`src/rtl/md_ctrl_pkg.sv`:
```
// Shared definitions for the execute-stage multiply/divide controller:
// E-stage HI/LO op encodings, datapath op codes, FSM states and decode helpers.
package md_ctrl_pkg;

  // E-stage HI/LO-class op encodings shared with the decoder
  localparam logic [3:0] HILO_NONE  = 4'd0;
  localparam logic [3:0] HILO_MULT  = 4'd1;
  localparam logic [3:0] HILO_MULTU = 4'd2;
  localparam logic [3:0] HILO_DIV   = 4'd3;
  localparam logic [3:0] HILO_DIVU  = 4'd4;
  localparam logic [3:0] HILO_MFHI  = 4'd5;
  localparam logic [3:0] HILO_MFLO  = 4'd6;
  localparam logic [3:0] HILO_MTHI  = 4'd7;
  localparam logic [3:0] HILO_MTLO  = 4'd8;

  // Datapath op codes; MULT is zero so an idle dp_op bus reads as 0
  localparam logic [1:0] MD_OP_MULT  = 2'd0;
  localparam logic [1:0] MD_OP_MULTU = 2'd1;
  localparam logic [1:0] MD_OP_DIV   = 2'd2;
  localparam logic [1:0] MD_OP_DIVU  = 2'd3;

  typedef enum logic [0:0] {
    MD_IDLE = 1'b0,
    MD_RUN  = 1'b1
  } md_state_e;

  // True for ops that occupy the multi-cycle datapath
  function automatic logic is_start_op(input logic [3:0] op);
    return (op == HILO_MULT) || (op == HILO_MULTU) ||
           (op == HILO_DIV)  || (op == HILO_DIVU);
  endfunction

  // True for the two divide ops
  function automatic logic is_div_op(input logic [3:0] op);
    return (op == HILO_DIV) || (op == HILO_DIVU);
  endfunction

  // Map an E-stage start op onto the datapath op code
  function automatic logic [1:0] md_op_of(input logic [3:0] op);
    logic [1:0] code;
    case (op)
      HILO_MULT:  code = MD_OP_MULT;
      HILO_MULTU: code = MD_OP_MULTU;
      HILO_DIV:   code = MD_OP_DIV;
      HILO_DIVU:  code = MD_OP_DIVU;
      default:    code = 2'd0;
    endcase
    return code;
  endfunction

endpackage

```
`src/rtl/md_ctrl_chk.sv`:
```
// Simulation-only protocol checker for md_ctrl: a start op must never be
// presented while the datapath is busy, and the pending op code must hold
// steady while a multiply/divide is in flight.
module md_ctrl_chk
  import md_ctrl_pkg::*;
(
  input logic       clk,
  input logic       reset,
  input logic       run,
  input logic       op_valid,
  input logic       start_op,
  input logic       dp_done,
  input logic [1:0] pend_op
);

  logic       hold_r;
  logic [1:0] pend_prev_r;

  // Remember whether the previous cycle was a non-completing RUN cycle
  always_ff @(posedge clk or negedge reset) begin
    if (!reset) begin
      hold_r      <= 1'b0;
      pend_prev_r <= 2'd0;
    end else begin
      hold_r      <= run & ~dp_done;
      pend_prev_r <= pend_op;
    end
  end

  // Flag a start op issued into a busy controller and any pending-op corruption
  always @(posedge clk) begin
    if (reset) begin
      a_no_start_in_run: assert (!(run && op_valid && start_op));
      a_pend_stable: assert (!hold_r || (pend_op == pend_prev_r));
    end
  end

endmodule

```
`src/rtl/md_ctrl.sv`:
```
// Execute-stage multiply/divide controller. Owns the architectural HI/LO
// registers, issues mult/multu/div/divu to an external datapath with a
// start/done handshake, serves mfhi/mflo/mthi/mtlo and raises HILObusy.
// Optional build macro MD_CTRL_DIV0_FAST_EN: a divide by zero is resolved
// locally (HI=RD1, LO=all ones) instead of being sent to the datapath.
module md_ctrl
  import md_ctrl_pkg::*;
(
  input  logic        clk,
  input  logic        reset,
  input  logic        Req,
  input  logic        op_valid,
  input  logic [3:0]  HILOOp,
  input  logic [31:0] RD1,
  input  logic [31:0] RD2,
  output logic        HILObusy,
  output logic [31:0] HILOout,
  output logic        dp_start,
  output logic [1:0]  dp_op,
  output logic [31:0] dp_a,
  output logic [31:0] dp_b,
  input  logic        dp_done,
  input  logic [31:0] dp_hi,
  input  logic [31:0] dp_lo
);

  md_state_e   state_r;
  logic [31:0] hi_r;
  logic [31:0] lo_r;
  logic [1:0]  pend_op_r;

  logic accept_s;
  logic start_op_s;
  logic div0_s;
  logic issue_s;

  // Only an unflushed, valid op in IDLE is acted on; Req squashes it
  assign accept_s   = op_valid & ~Req & (state_r == MD_IDLE);
  assign start_op_s = is_start_op(HILOOp);

`ifdef MD_CTRL_DIV0_FAST_EN
  assign div0_s = accept_s & is_div_op(HILOOp) & (RD2 == 32'h0000_0000);
`else
  assign div0_s = 1'b0;
`endif

  assign issue_s = accept_s & start_op_s & ~div0_s;

  // Datapath issue bus, stall request and mfhi/mflo read port
  always_comb begin
    dp_start = issue_s;
    HILObusy = issue_s | div0_s | (state_r == MD_RUN);
    if (issue_s) begin
      dp_op = md_op_of(HILOOp);
      dp_a  = RD1;
      dp_b  = RD2;
    end else begin
      dp_op = 2'd0;
      dp_a  = 32'h0000_0000;
      dp_b  = 32'h0000_0000;
    end
    case (HILOOp)
      HILO_MFHI: HILOout = hi_r;
      HILO_MFLO: HILOout = lo_r;
      default:   HILOout = 32'h0000_0000;
    endcase
  end

  // Controller FSM and HI/LO architectural state
  always_ff @(posedge clk or negedge reset) begin
    if (!reset) begin
      state_r   <= MD_IDLE;
      hi_r      <= 32'h0000_0000;
      lo_r      <= 32'h0000_0000;
      pend_op_r <= 2'd0;
    end else begin
      case (state_r)
        MD_IDLE: begin
          if (accept_s) begin
            case (HILOOp)
              HILO_MULT, HILO_MULTU, HILO_DIV, HILO_DIVU: begin
                if (div0_s) begin
                  hi_r <= RD1;
                  lo_r <= 32'hFFFF_FFFF;
                end else begin
                  state_r   <= MD_RUN;
                  pend_op_r <= md_op_of(HILOOp);
                end
              end
              HILO_MTHI: hi_r <= RD1;
              HILO_MTLO: lo_r <= RD1;
              default: ;
            endcase
          end
        end
        MD_RUN: begin
          // Req is ignored here: the in-flight op is older than any fault
          if (dp_done) begin
            hi_r    <= dp_hi;
            lo_r    <= dp_lo;
            state_r <= MD_IDLE;
          end
        end
        default: state_r <= MD_IDLE;
      endcase
    end
  end

`ifndef SYNTHESIS
  md_ctrl_chk u_chk (
    .clk      (clk),
    .reset    (reset),
    .run      (state_r == MD_RUN),
    .op_valid (op_valid),
    .start_op (start_op_s),
    .dp_done  (dp_done),
    .pend_op  (pend_op_r)
  );
`endif

endmodule

```
`config.mk`:
```
export PLATFORM = sky130hd
export DESIGN_NAME = md_ctrl
export DESIGN_NICKNAME = d
export VERILOG_FILES = /design/src/rtl/md_ctrl_pkg.sv /design/src/rtl/md_ctrl_chk.sv /design/src/rtl/md_ctrl.sv
export SDC_FILE = /design/constraint.sdc
export NUM_CORES = 1
export LEC_CHECK = 0
export CORE_MARGIN = 3
export CORE_UTILIZATION = 34
export CTS_CLUSTER_SIZE = 16
export DETAILED_ROUTE_END_ITERATION = 8
export PLACE_DENSITY = 0.81
export SYNTH_ARGS = -nofsm -noshare
export SYNTH_HDL_FRONTEND = slang
export SYNTH_SLANG_ARGS = --single-unit
```
`constraint.sdc`:
```
create_clock -name clk -period 2.2 [get_ports clk]
set_clock_uncertainty 0.15 [all_clocks]
set_input_delay 0.44 -clock clk [delete_from_list [all_inputs] [get_ports clk]]
set_output_delay 0.44 -clock clk [all_outputs]
set_load 0.02 [all_outputs]
```
== After elaboration in Yosys (flattened, before gate mapping) ==
Cells that the tools add are included.
Word-level totals
  logic and storage cells: 44
  output and inout bits: 100
  register bits: 65
  input port bits: 137
Operators by class
  multiplexer cells: 17
  bitwise gates (word level): 6
  reductions and logical operators: 6
  eq/ne operators: 12
Operators with widths (count)
  $mux 32: 8
  $pmux 32 s2: 3
  $eq 4x3->1 const B: 4
  $eq 4x2->1 const B: 2
  $pmux 2 s3: 1
  $reduce_and 3->1: 2
  $eq 4x1->1 const B: 1
  $eq 4x4->1 const B: 1
  $ne 2x1->1 const B: 2
  $ne 2x2->1 const B: 2
  $reduce_or 4->1: 1
  $and 1x1->1: 3
  $logic_or 1x1->1: 3
  $mux 1: 3
  $mux 2: 1
  $not 1->1: 2
  $pmux 1 s2: 1
  $or 1x1->1: 1

== Longest topological paths before layout ==
Gate-level depths: netlist of run 1.
  word-level depth: 6
  mapped depth: 6
  gate-level depth less buffers: 3

== Worst setup path after synthesis of run 1 ==
No wires, ideal clock.
  kind: input -> output
  start point: input Req
  end point: output dp_a[23]
  data arrival time: 1.842 ns
  slack: -0.232 ns
  stages on the path: 4
  path buffers: 1
  cell sequence: or4b_4 -> nor3_2 -> clkbuf_1 -> and2_1
On the way
  longest elaborated chain between the ends: 5
Ends and longest elaborated chain
  start: declaration: RTL line md_ctrl.sv:11  | input logic Req,
  $not 1->1: RTL line md_ctrl.sv:38  | assign accept_s = op_valid & ~Req & (state_r == MD_IDLE);
  $and 1x1->1 (2 in series): RTL line md_ctrl.sv:38
  $and 1x1->1: RTL line md_ctrl.sv:47  | assign issue_s = accept_s & start_op_s & ~div0_s;
  net dp_start: RTL line md_ctrl.sv:18  | output logic dp_start,
  $mux 32: RTL line md_ctrl.sv:53  | if (issue_s) begin
  end: declaration: RTL line md_ctrl.sv:20  | output logic [31:0] dp_a,
The timed path passes the listed nets, and every way through them passes these cells.

== Worst setup path in the final report of run 1 ==
  start point: input Req
  end point: output dp_a[12]
On the way
  longest elaborated chain between the ends: 5
Ends and longest elaborated chain (RTL line)
  $not 1->1: md_ctrl.sv:38
  $and 1x1->1 (2 in series): md_ctrl.sv:38
  $and 1x1->1: md_ctrl.sv:47
  $mux 32: md_ctrl.sv:53
No other way between the ends.

==> results of run 1 <==
## through the flow
stage | std cells | power [mW] | hold slack (ns) | instance area [um^2] | setup WS [ns]
after floorplan | 354 | 2.338 | -0.005591 | 3991 | -0.08998
after global placement | 756 | 2.934 | 0.3288 | 6857 | -1.105
after detailed placement | 756 | 2.995 | 0.3294 | 6857 | -1.135
after CTS | 805 | 4.524 | 0.4006 | 7965 | -0.5344
after global routing | 809 | 4.761 | 0.4119 | 8095 | -0.5146
final | 809 | 4.559 | 0.3961 | 8095 | -0.4779
## synthesized netlist by cell type (2+ instances only)
library cell	number	area, um^2
a21oi_1	2	10.01
o21ai_1	2	10.01
or2_1	2	12.51
o221a_2	4	45.04
nand2b_1	64	400.4
clkbuf_1	18	67.56
nand2_1	2	7.510
buf_2	10	50.05
nor3_1	2	10.01
dfrtp_1	65	1627
o221a_1	60	675.7
clkbuf_2	4	20.02
and2_1	65	406.6
or4b_4	2	27.53
a22o_1	32	280.3
nor4bb_1	2	20.02
buf_6	7	78.83
## timing repair
| item | 4_1_cts | 5_1_grt |
|---|---|---|
| endpoints found under the hold margin | 34 | 0 |
| setup endpoints to repair | 164 | 131 |
| resized for setup | 664 | 36 |
| cloned | 13 | 1 |
| buffers inserted | 22 | 9 |
| pin swaps | 67 | 19 |
| hold buffers | 1 | 0 |
## power groups by stage
stage                     clock network (mW)  logic, mW  registers, mW
after floorplan                            0      0.607           1.73
after global placement                     0       1.16           1.77
after detailed placement                   0       1.19           1.80
after CTS                               1.43       1.30           1.79
after global routing                    1.49       1.42           1.85
final                                   1.42       1.34           1.80
## routing by layer
metal	part of all wire	routed length, um	global-route usage
met5	0	0	0
met4	0.015	278	0.07372
met3	0.074	1331	0.05391
met2	0.52	9245	0.4780
met1	0.40	7096	0.3544
## registers in the layout (all words and copies together) (netlist names)
signal and cells:
hi_r 32, lo_r 32, state_r 1
## cell type report
class,count,share of cell area
clock buffer,12,0.03168
clock inverter,3,0.004946
inverter,1,0.0004637
multi-input combinational,249,0.2767
sequential,65,0.2009
tap,140,0.02164
timing repair buffer,339,0.4637
## worst min-delay path by stage
stage                            to  slack (ns)  cells after the start
2_1_floorplan   hi_r[0]$_DFFE_PN0P_      -0.006                      0
3_3_place_gp   hi_r[18]$_DFFE_PN0P_        0.33                      2
3_5_place_dp   hi_r[18]$_DFFE_PN0P_        0.33                      2
4_1_cts        lo_r[30]$_DFFE_PN0P_        0.40                      1
5_1_grt        hi_r[12]$_DFFE_PN0P_        0.41                      1
6_report       lo_r[30]$_DFFE_PN0P_        0.40                      1
## worst max-delay path, cell delays in order
cell and delay [ns]:
clkdlybuf4s15_1 0.23, or4b_4 0.58, nor3_4 0.17, buf_6 0.14
buf_6 0.13, buf_16 0.14, and2_4 0.15, buf_6 0.11
## kinds of logic (layout without fill, tap and decap cells)
| group | count (synthesis) | in the layout | share of synthesized area |
|---|---|---|---|
| buffers and inverters | 40 | 355 | 0.05757 |
| AND/OR/NAND/NOR | 144 | 144 | 0.2404 |
| AO/OA/AOI/OAI | 104 | 104 | 0.2745 |
| flip-flops | 65 | 65 | 0.4253 |
| XOR/XNOR | 1 | 1 | 0.002290 |
==> results.py, run 1 <==
metrics = {
    "grt": {
        "gr-total-overflow": 0,
        "grt_pass1_vias": 4723,
        "grtUsageTotal": 0.2759,
        "grt_pass1_wl_um": 27120,
        "grt_max_degree": 66,
        "antenna_found_initial": 0,
    },
    "route": {
        "via_per_inst": 5.386,
        "drc": 0,
        "vias": 4357,
        "wl_um": 17950,
        "drtIter0Drc": 328,
        "wire_per_inst_um": 22.19,
        "first_pass_iters": 5,
        "ant_nets": 0,
    },
    "sta": {
        "slew_violations": 0,
        "min_period_ns": 2.678,
        "layout_setup_ws_ns": -0.4779,
        "fmax_ghz": 0.3734,
        "finalSetupViolations": 126,
        "rsz0062_at_grt": "yes",
        "hold_violations": 0,
        "tightest_slew_ns": 0.3475,
        "max_slew_margin": 0.7684,
        "min_period_over_period": 1.217,
        "finalSetupTns_ns": -39.16,
    },
    "final_layout": {
        "drive_gt1_frac": 0.4544,
        "synthToLayoutAreaGrowth_pct": 111.6,
        "final_common_cell": "clkdlybuf4s50_1",
        "final_core_util": 0.7403,
        "antenna_cells": 0,
        "layout_common_cells": "129 x clkdlybuf4s50_1, 111 x buf_6, 65 x dfrtp_1, 64 x and2_4, 63 x nand2b_1",
        "num-fill-cells": 734,
        "fin_nets": 802,
        "seq_area_um2": 1627,
        "multi_input_area_um2": 2240,
    },
    "clocking": {
        "cts_buffers": 9,
        "clockBufferDepth": 2,
        "cts.sinks": 65,
        "insertion_delay_ns": 0.32,
        "cts_root_buf": "clkbuf_16",
        "cts_tree": "done",
        "clk_pin_slew_ns": 0.05,
        "h-tree-depth": 3,
    },
    "synth": {
        "ys_warn_count": 0,
        "async_reset_ff_frac": 1.000,
        "avgSynthCellArea_um2": 10.80,
        "syn_inst": 354,
        "synth_cell_type_count": 28,
        "ys_ff_latch": 65,
        "yosysSeqAreaShare": 0.4253,
        "synth_area_um2": 3825,
        "syn-num-nets": 491,
        "synth_edf_count": 0,
        "synthFlopType": "dfrtp_1",
    },
    "setup_path": {
        "critPathMaxFanout": 8,
        "endpoint": "dp_a[12]",
        "r2r_slack_ns": -0.31,
        "cp_data_arrival_time_ns": 2.09,
        "startpoint_type": "input pin",
        "end_kind": "output port",
        "regToRegStartpoint": "state_r$_DFF_PN0_",
        "critPathKind": "input pin to output port",
        "required_ns": 1.61,
        "critPathLaunch": "Req",
        "r2r_end": "hi_r[28]$_DFFE_PN0P_",
        "rr_worst_depth": 9,
    },
    "pwr": {
        "worst_ir_drop_vdd_v": 0.0003232,
        "power_switching_mw": 1.213,
        "swShare": 0.2660,
        "clkPwrFrac": 0.311,
        "p_int_mw": 3.347,
        "p_leak_nw": 3.425,
        "pwr-share-comb": 0.294,
        "p_per_area_nw_per_um2": 563.2,
        "power_frac_seq": 0.395,
    },
    "placed_design": {
        "hpwlAfterDp_um": 11150,
        "port_buffers": 236,
        "gp_congestion": 0.8154,
    },
    "floorplanning": {
        "pin_count": 237,
        "die_w_um": 112.1,
        "num_rows": 38,
        "core_um2": 10940,
        "die_area_um2": 12560,
        "die_h_um": 112.1,
        "start_util": 0.3498,
    },
    "job": {
        "maxCapViolCount": 0,
    },
    "status": {
        "status": "finished, violations left",
        "violations": "negative setup slack",
    },
    "min_path": {
        "hold_start": "lo_r[30]$_DFFE_PN0P_",
        "min_path_type": "register to register",
    },
}
Power figures use the tool's default switching activity.
==> run 2, diff against run 1 <==
--- a/config.mk
+++ b/config.mk
@@ -5,11 +5,13 @@
 export SDC_FILE = /design/constraint.sdc
 export NUM_CORES = 1
 export LEC_CHECK = 0
+export ABC_AREA = 1
 export CORE_MARGIN = 3
-export CORE_UTILIZATION = 34
+export CORE_UTILIZATION = 36
 export CTS_CLUSTER_SIZE = 16
 export DETAILED_ROUTE_END_ITERATION = 8
 export PLACE_DENSITY = 0.81
 export SYNTH_ARGS = -nofsm -noshare
 export SYNTH_HDL_FRONTEND = slang
+export SYNTH_HIERARCHICAL = 1
 export SYNTH_SLANG_ARGS = --single-unit
==> run 2 against run 1 <==
Compared with the run above: the run now ends clean; critical path depth increased by 1; first-iteration DRC count increased by 0.30%; sequential cell count unchanged; largest power group unchanged.
==> results.py, run 2 <==
metrics = {
    "route": {
        "vias": 5391,
        "drc": 0,
        "wire_per_inst_um": 14.44,
        "drtIter0Drc": 329,
        "via_per_inst": 4.737,
        "wl_um": 16430,
        "first_pass_iters": 5,
        "ant_nets": 0,
    },
    "min_path": {
        "min_path_type": "register to register",
    },
    "setup_path": {
        "startpoint_type": "input pin",
        "cp_top_family": "buffers and inverters",
        "worstPathCellList": "clkdlybuf4s15_1 -> inv_2 -> nand2_2 -> nor2_2 -> nand2_4 -> buf_12 -> buf_12 -> nor2_1 -> buf_4",
        "cpPeakStageDelay_ns": 0.17,
        "cp_slowest_cell": "clkdlybuf4s15_1",
        "end_kind": "output port",
        "crit_top_cell": "buf_12",
        "critPathKind": "input pin to output port",
        "cp_data_arrival_time_ns": 1.59,
        "critical_path_buf_inv_count": 5,
        "required_ns": 1.61,
        "critPathMaxFanout": 12,
    },
    "synth": {
        "synth_cell_type_count": 16,
        "syn-num-nets": 861,
        "synthFlopType": "dfrtp_1",
        "avgSynthCellArea_um2": 6.018,
        "synth_top_area_frac": 0.3733,
        "ys_ff_latch": 65,
        "ys_top_cells_by_count": "301 x nand2_1, 103 x inv_1, 97 x nand3_1",
        "synth_top_area_cell": "dfrtp_1",
        "syn_inst": 724,
        "synth_most_common_cell": "nand2_1",
        "synth_edf_count": 0,
        "async_reset_ff_frac": 1.000,
        "synth_area_um2": 4357,
        "ys_warn_count": 6,
        "netlist_top_cells_area": "dfrtp_1 37%, nand2_1 26%, nand3_1 11%",
        "yosysSeqAreaShare": 0.3733,
    },
    "clocking": {
        "clockBufferDepth": 2,
        "h-tree-depth": 3,
        "cts.sinks": 65,
        "cts_buffers": 9,
        "insertion_delay_ns": 0.31,
        "cts_tree": "done",
        "cts_root_buf": "clkbuf_16",
        "clk_pin_slew_ns": 0.05,
    },
    "final_layout": {
        "final_common_cell": "nand2_1",
        "final_core_util": 0.6465,
        "antenna_cells": 0,
        "num-fill-cells": 1085,
        "layout_common_cells": "297 x nand2_1, 129 x clkdlybuf4s50_1, 103 x buf_4, 100 x inv_1, 96 x nand3_1",
        "synthToLayoutAreaGrowth_pct": 72.34,
        "drive_gt1_frac": 0.2312,
        "top_regs": "hi_r (32), lo_r (32), state_r (1)",
        "fin_nets": 1127,
    },
    "status": {
        "status": "finished, final reports clean",
    },
    "placed_design": {
        "hpwlAfterDp_um": 11720,
        "port_buffers": 236,
        "dp_slack_ns": -0.7950,
        "gp_congestion": 0.7700,
    },
    "sta": {
        "hold_violations": 0,
        "slew_violations": 0,
        "rsz0062_at_grt": "yes",
        "max_slew_margin": 0.5659,
        "fmax_ghz": 0.4587,
        "tightest_slew_ns": 0.6512,
        "finalSetupViolations": 0,
        "min_period_over_period": 0.9910,
        "layout_setup_ws_ns": 0.01971,
        "min_period_ns": 2.180,
    },
    "grt": {
        "grtUsageTotal": 0.2434,
        "grt_max_degree": 65,
        "gr-total-overflow": 0,
        "grt_pass1_vias": 5443,
        "grt_pass1_wl_um": 25650,
        "antenna_found_initial": 0,
    },
    "pwr": {
        "p_leak_nw": 4.161,
        "worst_ir_drop_vdd_v": 0.0003964,
        "p_per_area_nw_per_um2": 626.1,
    },
    "floorplanning": {
        "die_area_um2": 13460,
        "die_h_um": 116.0,
        "die_w_um": 116.0,
        "core_um2": 11610,
        "start_util": 0.3751,
        "num_rows": 39,
        "pin_count": 237,
    },
    "job": {
        "maxCapViolCount": 0,
    },
}
==> run 2: what timing repair did <==
action | CTS | global route
resized for setup | 507 | 38
endpoints found under the setup margin | 100 | 69
buffers inserted | 5 | 0
pin swaps | 9 | 2
hold buffers | 1 | 0
hold endpoints to repair | 22 | 0
gates cloned | 5 | 0
==> run 2: area by class of cell <==
class	count	area (um^2)	share of cell area
clock inverters	4	50.05	0.006666
flip-flops and latches	65	1628	0.2168
inverters	104	390.4	0.05199
clock buffers	12	266.5	0.03549
well taps	143	178.9	0.02383
repair buffers	301	2764	0.3681
multi-input cells	509	2231	0.2971
==> run 2: where the power goes <==
part           leakage [nW]  internal (mW)  switching (mW)
clock network         0.151          0.967           0.495
logic                  3.19          0.640           0.744
registers             0.820           1.63           0.224
==> run 2: kinds of logic (layout without fill, tap and decap cells) <==
kind of cell	Yosys count	after routing	synth area share
AO/OA/AOI/OAI	37	37	0.04337
flip-flops	65	65	0.3733
buffers and inverters	150	421	0.1470
AND/OR/NAND/NOR	472	472	0.4362
==> run 2: worst paths after layout <==
check                                      from                   end  slack, ns  cells past startpoint
setup / recovery                            Req              dp_op[1]       0.02                      9
hold / removal             hi_r[22]$_DFFE_PN0P_  hi_r[22]$_DFFE_PN0P_       0.32                      2
setup reg to reg              state_r$_DFF_PN0_  hi_r[25]$_DFFE_PN0P_       0.46                      8
hold reg to reg            hi_r[22]$_DFFE_PN0P_  hi_r[22]$_DFFE_PN0P_       0.32                      2
max in group asynchronous                 reset   lo_r[6]$_DFFE_PN0P_       0.77                      3
min in group asynchronous                 reset  lo_r[29]$_DFFE_PN0P_       0.51                      2
==> run 2: through the flow <==
| stage | cell area [um^2] | setup TNS (ns) | hold WS, ns | total power [mW] | instances |
|---|---|---|---|---|---|
| 6_report | 7508 | 0 | 0.3175 | 4.701 | 1138 |
| 5_1_grt | 7508 | -0.4571 | 0.3344 | 5.035 | 1138 |
| 4_1_cts | 7402 | 0 | 0.3216 | 4.720 | 1138 |
| 3_5_place_dp | 7119 | -71.12 | 0.3083 | 3.241 | 1112 |
| 3_3_place_gp | 7119 | -69.69 | 0.3027 | 3.186 | 1112 |
| 2_1_floorplan | 4357 | 0 | -0.005591 | 2.583 | 724 |
==> run 2: tightest hold or removal path, stage by stage (launching register included) <==
cell and delay [ns]:
dfrtp_1 0.34, nand2_1 0.05, nand2_1 0.05
==> run 2: routing by layer <==
| metal | global-route usage | wire length [um] | up-vias |
|---|---|---|---|
| met5 | 0 | 0 | - |
| met4 | 0.09203 | 379 | 0 |
| met3 | 0.05013 | 1317 | 29 |
| met2 | 0.4427 | 8253 | 228 |
| met1 | 0.2801 | 6484 | 2424 |
| li1 | - | - | 2710 |
